===== src/rtl/accumulation_drain_if.sv =====
// Writeback read port toward accumulation_buffer plus the valid/ready output stream.
// master = drain block, slave = buffer read side and downstream sink.
interface accumulation_drain_if #(
  parameter int DATA_WIDTH      = 64,
  parameter int BANK_ADDR_WIDTH = 7
);
  logic                       ren_wb;
  logic [BANK_ADDR_WIDTH-1:0] radr_wb;
  logic [DATA_WIDTH-1:0]      rdata_wb;
  logic                       out_valid;
  logic                       out_ready;
  logic [DATA_WIDTH-1:0]      out_data;

  modport master (
    output ren_wb, radr_wb, out_valid, out_data,
    input  rdata_wb, out_ready
  );

  modport slave (
    input  ren_wb, radr_wb, out_valid, out_data,
    output rdata_wb, out_ready
  );
endinterface


===== src/rtl/accumulation_drain.sv =====
// Drains one bank in address order onto a valid/ready stream; first word 2 cycles after first read, then 1/cycle.
// Backpressure: reads are issued only against free skid-FIFO credit, so stalls never drop or repeat a word.
module accumulation_drain #(
  parameter int DATA_WIDTH      = 64,
  parameter int BANK_ADDR_WIDTH = 7,
  parameter int BANK_DEPTH      = 128,
  parameter int FIFO_DEPTH      = 2
) (
  input  logic                     clk,
  input  logic                     rst_n,
  input  logic                     start,
  input  logic [BANK_ADDR_WIDTH:0] num_words,
  output logic                     busy,
  output logic                     done,
  accumulation_drain_if.master     bus
);
  localparam int PW = $clog2(FIFO_DEPTH);
  localparam int CW = PW + 1;
  localparam int NW = BANK_ADDR_WIDTH + 1;

  typedef enum logic [1:0] {IDLE, DRAIN, FLUSH, DONE} state_t;

  state_t                     state_q, state_d;
  logic [NW-1:0]              nwords_q, nwords_d;
  logic [NW-1:0]              issued_q, issued_d;
  logic [BANK_ADDR_WIDTH-1:0] radr_q, radr_d;
  logic                       inflight_q;
  logic [DATA_WIDTH-1:0]      mem_q [FIFO_DEPTH];
  logic [PW-1:0]              wptr_q, rptr_q;
  logic [CW-1:0]              count_q, count_d;
  logic [CW-1:0]              occ;
  logic [NW-1:0]              nw_clamped;
  logic                       ren, pop, push, fifo_vld, last_issue, accept;

  assign nw_clamped = (num_words > NW'(BANK_DEPTH)) ? NW'(BANK_DEPTH) : num_words;
  assign fifo_vld   = (count_q != '0);
  assign pop        = fifo_vld & bus.out_ready;
  assign push       = inflight_q;
  // Occupancy the FIFO will have after this cycle's pop, counting the read already in flight.
  assign occ        = count_q + CW'(inflight_q) - CW'(pop);
  assign last_issue = ren && ((issued_q + NW'(1)) == nwords_q);
  assign accept     = (state_q == IDLE) && start;

  always_ff @(posedge clk) begin
    if (!rst_n) state_q <= IDLE;
    else        state_q <= state_d;
  end

  always_comb begin
    state_d = state_q;
    case (state_q)
      IDLE:    if (start) state_d = (nw_clamped == '0) ? DONE : DRAIN;
      DRAIN:   if (last_issue) state_d = FLUSH;
      FLUSH:   if ((count_q == '0) && !inflight_q) state_d = DONE;
      DONE:    state_d = IDLE;
      default: state_d = IDLE;
    endcase
  end

  always_comb begin
    ren  = 1'b0;
    busy = 1'b0;
    done = 1'b0;
    case (state_q)
      DRAIN: begin
        ren  = (issued_q < nwords_q) && (occ < CW'(FIFO_DEPTH));
        busy = 1'b1;
      end
      FLUSH:   busy = 1'b1;
      DONE:    done = 1'b1;
      default: ;
    endcase
  end

  always_comb begin
    nwords_d = nwords_q;
    issued_d = issued_q;
    radr_d   = radr_q;
    count_d  = count_q + CW'(push) - CW'(pop);
    if (accept) begin
      nwords_d = nw_clamped;
      issued_d = '0;
      radr_d   = '0;
    end else if (ren) begin
      issued_d = issued_q + NW'(1);
      radr_d   = radr_q + BANK_ADDR_WIDTH'(1);
    end
  end

  always_ff @(posedge clk) begin
    if (!rst_n) begin
      nwords_q   <= '0;
      issued_q   <= '0;
      radr_q     <= '0;
      inflight_q <= 1'b0;
      wptr_q     <= '0;
      rptr_q     <= '0;
      count_q    <= '0;
    end else begin
      nwords_q   <= nwords_d;
      issued_q   <= issued_d;
      radr_q     <= radr_d;
      inflight_q <= ren;
      count_q    <= count_d;
      if (push) begin
        mem_q[wptr_q] <= bus.rdata_wb;
        wptr_q        <= wptr_q + PW'(1);
      end
      if (pop) rptr_q <= rptr_q + PW'(1);
    end
  end

  assign bus.ren_wb    = ren;
  assign bus.radr_wb   = radr_q;
  assign bus.out_valid = fifo_vld;
  assign bus.out_data  = fifo_vld ? mem_q[rptr_q] : '0;
endmodule


===== src/flat_wrapper.sv =====
// flat-port wrapper written by rule: the top's interface ports become plain ports
module accumulation_drain_flat 
#(
  parameter int DATA_WIDTH      = 64,
  parameter int BANK_ADDR_WIDTH = 7,
  parameter int BANK_DEPTH      = 128,
  parameter int FIFO_DEPTH      = 2
)
  (clk, rst_n, start, num_words, busy, done, bus_ren_wb, bus_radr_wb, bus_out_valid, bus_out_data, bus_rdata_wb, bus_out_ready);
  accumulation_drain_if #(.DATA_WIDTH(DATA_WIDTH), .BANK_ADDR_WIDTH(BANK_ADDR_WIDTH)) bus_i ();
  input  logic clk;
  input  logic rst_n;
  input  logic start;
  input  logic [BANK_ADDR_WIDTH:0] num_words;
  output logic busy;
  output logic done;
  output wire logic [$bits(bus_i.ren_wb)-1:0] bus_ren_wb;
  output wire logic [$bits(bus_i.radr_wb)-1:0] bus_radr_wb;
  output wire logic [$bits(bus_i.out_valid)-1:0] bus_out_valid;
  output wire logic [$bits(bus_i.out_data)-1:0] bus_out_data;
  input wire logic [$bits(bus_i.rdata_wb)-1:0] bus_rdata_wb;
  input wire logic [$bits(bus_i.out_ready)-1:0] bus_out_ready;
  assign bus_ren_wb = bus_i.ren_wb;
  assign bus_radr_wb = bus_i.radr_wb;
  assign bus_out_valid = bus_i.out_valid;
  assign bus_out_data = bus_i.out_data;
  assign bus_i.rdata_wb = bus_rdata_wb;
  assign bus_i.out_ready = bus_out_ready;
  accumulation_drain #(.DATA_WIDTH(DATA_WIDTH), .BANK_ADDR_WIDTH(BANK_ADDR_WIDTH), .BANK_DEPTH(BANK_DEPTH), .FIFO_DEPTH(FIFO_DEPTH)) u_core (.clk(clk), .rst_n(rst_n), .start(start), .num_words(num_words), .busy(busy), .done(done), .bus(bus_i));
endmodule

===== config.mk =====
export PLATFORM = sky130hd
export DESIGN_NAME = accumulation_drain_flat
export DESIGN_NICKNAME = d
export VERILOG_FILES = /design/src/rtl/accumulation_drain_if.sv /design/src/rtl/accumulation_drain.sv /design/src/flat_wrapper.sv
export SDC_FILE = /design/constraint.sdc
export NUM_CORES = 1
export LEC_CHECK = 0
export BUFFER_PORTS_ARGS = -buffer_cell sky130_fd_sc_hd__buf_2
export CAP_MARGIN = 20
export CORE_ASPECT_RATIO = 0.9
export CORE_MARGIN = 5
export CORE_UTILIZATION = 24
export DETAILED_ROUTE_END_ITERATION = 16
export GPL_TIMING_DRIVEN = 0
export HOLD_SLACK_MARGIN = 0.15
export PLACE_DENSITY = 0.43
export SLEW_MARGIN = 15
export SYNTH_ARGS = -nofsm -noshare
export SYNTH_HDL_FRONTEND = slang
export SYNTH_SLANG_ARGS = --single-unit

===== constraint.sdc =====
create_clock -name clk -period 7.2 [get_ports clk]
set_input_delay 0 -clock clk [delete_from_list [all_inputs] [get_ports clk]]
set_output_delay 0 -clock clk [all_outputs]
set_load 0.005 [all_outputs]

==> After elaboration in Yosys (flattened, before gate mapping) <==
Memory sizes are Yosys's and may differ from the RTL's. A register that Yosys moved wholly into a read port is not among the register bits.
Index checks and enable logic that the tools add are counted.
{ "classes": {"addsub": 6, "n_lt_le_gt_ge": 3, "n_eq_ne": 7, "mux": 15, "bitwise_logic": 2, "n_reduce_logical": 12} }
{ "op_table": {"columns": ["cell", "count"], "rows": [
  ["$mux W64", 1],
  ["$add A8 B1 Y8 const B", 1],
  ["$eq A8 B8 Y1", 1],
  ["$gt A8 B8 Y1 const B", 1],
  ["$logic_not A8 Y1", 1],
  ["$lt A8 B8 Y1", 1],
  ["$mux W1", 8],
  ["$mux W2", 4],
  ["$mux W8", 1],
  ["$pmux W2 S4", 1],
  ["$add A7 B1 Y7 const B", 1],
  ["$eq A2 B2 Y1 const B", 2],
  ["$logic_and A1 B1 Y1", 4],
  ["$logic_not A2 Y1", 2],
  ["$ne A2 B1 Y1 const B", 2],
  ["$reduce_or A2 Y1", 2],
  ["$reduce_and A3 Y1", 1],
  ["$add A1 B1 Y1 const B", 2],
  ["$add A2 B1 Y2", 1],
  ["$eq A2 B1 Y1 const B", 1],
  ["$lt A2 B2 Y1 const B", 1],
  ["$ne A2 B2 Y1 const B", 1],
  ["$reduce_bool A2 Y1", 1],
  ["$sub A2 B1 Y2", 1],
  ["other kinds (3)", 3]
]} }
{ "word_totals": {"register_bits": 30, "ram_bits": 128, "elab_cells": 54, "mem_count": 1} }
{ "memory_table": {"columns": ["name", "depth", "word_bits", "read_ports", "rd_ports_with_merged_regs", "wr", "line", "rtl"], "rows": [
  ["u_core.mem_q", 2, 64, 1, 1, 1, "accumulation_drain.sv:28", "logic [DATA_WIDTH-1:0] mem_q [FIFO_DEPTH];"]
]} }

==> Longest topological paths before layout <==
{ "depth": {"word_depth": 9, "ltp_mapped": 14, "mapped_depth_nobuf": 12} }

==> Worst setup path before layout <==
No wires, ideal clock.
{ "synth_timing": {"kind": "register -> register", "from": "reg u_core.inflight_q", "to": "mem u_core.mem_q[0][0] (enable)", "setup_ns": 0.565, "arrival_ns": 4.793, "t_required_ns": 6.635, "path_slack_ns": 1.843, "path_stages_with_launch": 3, "n_path_buf": 0, "period_less_slack_ns": 5.357, "cell_sequence": "dfxtp_1 > inv_1 > nor3_1"} }
{ "synth_between": {"elab_chain_len": 3} }
{ "synth_lines": {"columns": ["item", "line", "rtl"], "rows": [
  ["start, declared", "accumulation_drain.sv:27", "logic inflight_q;"],
  ["start signal, assigned", "accumulation_drain.sv:103", "inflight_q <= ren;"],
  ["$mux W1", "accumulation_drain.sv:105", "if (push) begin"],
  ["$mux W1", "accumulation_drain.sv:91", "if (!rst_n) begin"],
  ["$mux W1 (implied by the code)", "accumulation_drain.sv:106", "mem_q[wptr_q] <= bus.rdata_wb;"],
  ["end, declared", "accumulation_drain.sv:28", null]
]} }
No other way between the ends.

==> Worst setup path after layout <==
{ "layout_timing": {"from": "reg u_core.count_q[1]", "to": "out bus_ren_wb"} }
{ "layout_between": {"elab_chain_len": 6} }
{ "layout_lines": {"columns": ["item", "line", "rtl"], "rows": [
  ["start, declared", "accumulation_drain.sv:30", "logic [CW-1:0] count_q, count_d;"],
  ["start signal, assigned", "accumulation_drain.sv:104", "count_q <= count_d;"],
  ["$reduce_bool A2 Y1", "accumulation_drain.sv:36", "assign fifo_vld = (count_q != '0);"],
  ["$and A1 B1 Y1", "accumulation_drain.sv:37", "assign pop = fifo_vld & bus.out_ready;"],
  ["named net u_core.pop", "accumulation_drain.sv:33", "logic ren, pop, push, fifo_vld, last_issue, accept;"],
  ["$sub A2 B1 Y2", "accumulation_drain.sv:40", "assign occ = count_q + CW'(inflight_q) - CW'(pop);"],
  ["$lt A2 B2 Y1", "accumulation_drain.sv:66", "ren = (issued_q < nwords_q) && (occ < CW'(FIFO_DEPTH));"],
  ["$logic_and A1 B1 Y1", "accumulation_drain.sv:66", null],
  ["$mux W1", "accumulation_drain.sv:64", "case (state_q)"],
  ["end, declared", "flat_wrapper.sv:17", "output wire logic [$bits(bus_i.ren_wb)-1:0] bus_ren_wb;"]
]} }
The timed path passes the listed nets, and every way through them passes these cells.

==> metrics <==
status finished, final reports clean; pin count of the biggest net entering global routing 40; Hold Path Class input pin to flip-flop; core area 27100 um^2; Finish-stage setup viols 0; # DRC 0; CTS HTree Levels 4; fin worst setup slack 4.15 ns; first-pass GRT wire length ~25 mm; final slew viol count 0; fin crit period around 3 ns; Fin. Hold Viols 0; synth cell count leaders edfxtp_1, nor2_1, mux2i_1; drt first pass iters 4; number of synthesized flops with an enable pin 128; PwrDens 283 nW/um^2; Max VDD drop 0.111 mV; Synthesized Nets 576; Final Non-Filler Cells ~1100; Die H ~170 um; layout cell share with drive strength beyond 1 27.0%; part of the power in combinational logic 27.5%; Synth Flop Type edfxtp_1; global route overflow 0; Clk Tree Root Cell clkbuf_16; number of library cell types mapped by synthesis between 40 and 50; FMAX 0.328 GHz; Post-Synthesis Cells 483; gpl congestion ~0.75; synthesized cell area roughly 6600 um^2; drt via density roughly 4.1; vias in the first global route 4823; post-DP HPWL between 10 and 15 mm; clk slew on worst S/H paths 0.07 ns; Starting Density 24.4%; top cell type's share of synthesized area 58.1%; Worst slew margin 43.1%; Setup crit end kind output port; Psw 0.825 mW; cell with the most instances after synthesis edfxtp_1; port bufs 150; Rows 57; clock tree sinks 159; CP Max Fanout 6; wirelength, routed 16.4 mm; Fin Clk Skew 0.00872 ns; TritonCTS Buffers 17; Pint 1.81 mW; die area about 31000 um^2; placed cells around 1000; Synthesis Warnings 0; actual slew at the worst max-slew pin around 0.85 ns; worst hold slack 0.301 ns; n_diodes 0; LEAKAGE approximately 3.6 nW; CTS tree built; Total Neg Setup Slack 0 ns; Pwr Total 2.63 mW; startpoint types flip-flop; CP required 7.20 ns; clk_lat worst skew 0.42 ns; Seq pwr share 40.3%; area leader, netlist edfxtp_1; Sw Ratio 31.4%; Yosys reg bits 159; post-place setup slack about 4.3 ns; WL per Instance 14.7 um; antenna violations before repair 0; HP Start bus_rdata_wb[36]; Routed Antenna Nets 0; Fillers between 2000 and 3000; data arrival time of the critical path 3.05 ns; Clk pwr share 32.2%; FF-to-FF Start u_core.count_q[1]$_SDFF_PN0_; sequential cell area fraction in the yosys report 67.5%; Max-Cap Viols 0; DR iter-0 viols 175; worst setup path startpoint u_core.count_q[1]$_SDFF_PN0_; Final period util 42.3%; total track usage 10.5%; Avg Inst Size Synth approximately 14 um^2; dominant cells by area after synthesis edfxtp_1, mux2i_1, dfxtp_1; I/O pin count 151; area delta synth->final 40.7%; RSZ-0062 raised after global routing no; via count 4600; Final nets 839; CP Class flip-flop to output port; Post-synth ARST share 0%; die width 185 um; maximum clock path buffer count 2
kinds of logic (layout without fill, tap and decap cells):
group / Yosys count / after routing / synth area share [%]
flip-flops: 159 / 159 / 67.5
AND/OR/NAND/NOR: 145 / 145 / 9.93
multiplexers: 65 / 65 / 9.86
buffers and inverters: 39 / 315 / 2.65
AO/OA/AOI/OAI: 33 / 33 / 3.54
XOR/XNOR: 25 / 25 / 3.31
adder cells (fa/ha/maj): 17 / 17 / 3.22
repair_timing:
| item | 4_1_cts | 5_1_grt |
|---|---|---|
| hold buffers | 84 | 0 |
| gates resized for setup | 0 | 0 |
| buffers inserted | 0 | 0 |
| endpoints found under the hold margin | 144 | 0 |
worst max-delay path, stage by stage (launching register included):
cell	delay (ns)
dfxtp_1	0.34
nor2_1	0.16
inv_1	0.07
and2_1	0.18
ha_1	0.29
inv_1	0.06
ha_1	0.14
xor2_1	0.19
xnor2_1	0.17
and4b_1	0.22
clkbuf_1	0.27
nand2_1	0.30
inv_1	0.11
buf_2	0.11
cell type report:
cell class / count / area [um^2] / share of cell area, %
clock inverter: 15 / 125 / 1.34
inverter: 16 / 60.1 / 0.645
clock buffer: 17 / 425 / 4.57
sequential: 159 / 4460 / 48.0
tap: 354 / 443 / 4.76
buffer: 23 / 115 / 1.24
multi-input combinational: 285 / 1980 / 21.3
timing repair buffer: 244 / 1690 / 18.2
state kept, by name, indices dropped and copies added (netlist names), named ones only:
name	flops
u_core.wptr_q	1
u_core.nwords_q	8
u_core.bus.radr_wb	7
u_core.rptr_q	1
u_core.inflight_q	1
u_core.count_q	2
u_core.mem_q	128
u_core.state_q	2
u_core.issued_q	8
layout by cell type (no fill, tap or decap), types with 2 or more instances in the layout:
cell type and count:
and2_1 6, o21ai_0 9, and3_1 4, inv_1 16, buf_1 7, nor2_1 85
nor3_1 2, buf_4 6, clkbuf_1 8, buf_2 155, xnor2_1 9, buf_6 6
o22ai_1 2, inv_6 4, dlygate4sd3_1 84, nand3_1 10, nand2b_1 5, ha_1 17
clkbuf_16 17, a21oi_1 7, clkinv_1 2, dfxtp_1 31, edfxtp_1 128, nand4_1 8
mux2i_1 64, xor2_1 16, inv_8 3, o21ai_1 2, nand2_1 15, clkinv_4 5
worst paths after layout:
| path | to | slack, ns | cells past startpoint |
|---|---|---|---|
| max reg2reg | u_core.bus.radr_wb[5]$_SDFFE_PP0P_ | 4.27 | 14 |
| min | u_core.mem_q[1][36]$_DFFE_PP_ | 0.30 | 2 |
| max | bus_ren_wb | 4.15 | 13 |
| min reg2reg | u_core.bus.radr_wb[1]$_SDFFE_PP0P_ | 0.49 | 2 |
routing by layer:
metal,track usage (%),routed length [um],up-vias
met3,3.38,1010,11
met1,13.0,7210,2211
li1,-,-,2267
met5,0,0,-
met2,17.7,8030,111
met4,2.49,136,0
power groups by stage:
stage	Combinational, mW	Sequential [mW]	Clock (mW)
5_1_grt	0.808	1.06	0.917
2_1_floorplan	0.405	1.08	0
4_1_cts	0.743	1.06	0.878
3_3_place_gp	0.688	1.09	0
6_report	0.724	1.06	0.847
3_5_place_dp	0.699	1.08	0
per-stage QoR:
step	utilization, %	cell area, um^2
finish	34.3	9310
global route	34.3	9310
detailed placement	29.2	7920
CTS	34.3	9310
floorplan	-	6610
global placement	28.8	7810
Note: power is estimated with default switching activity, not from simulation.
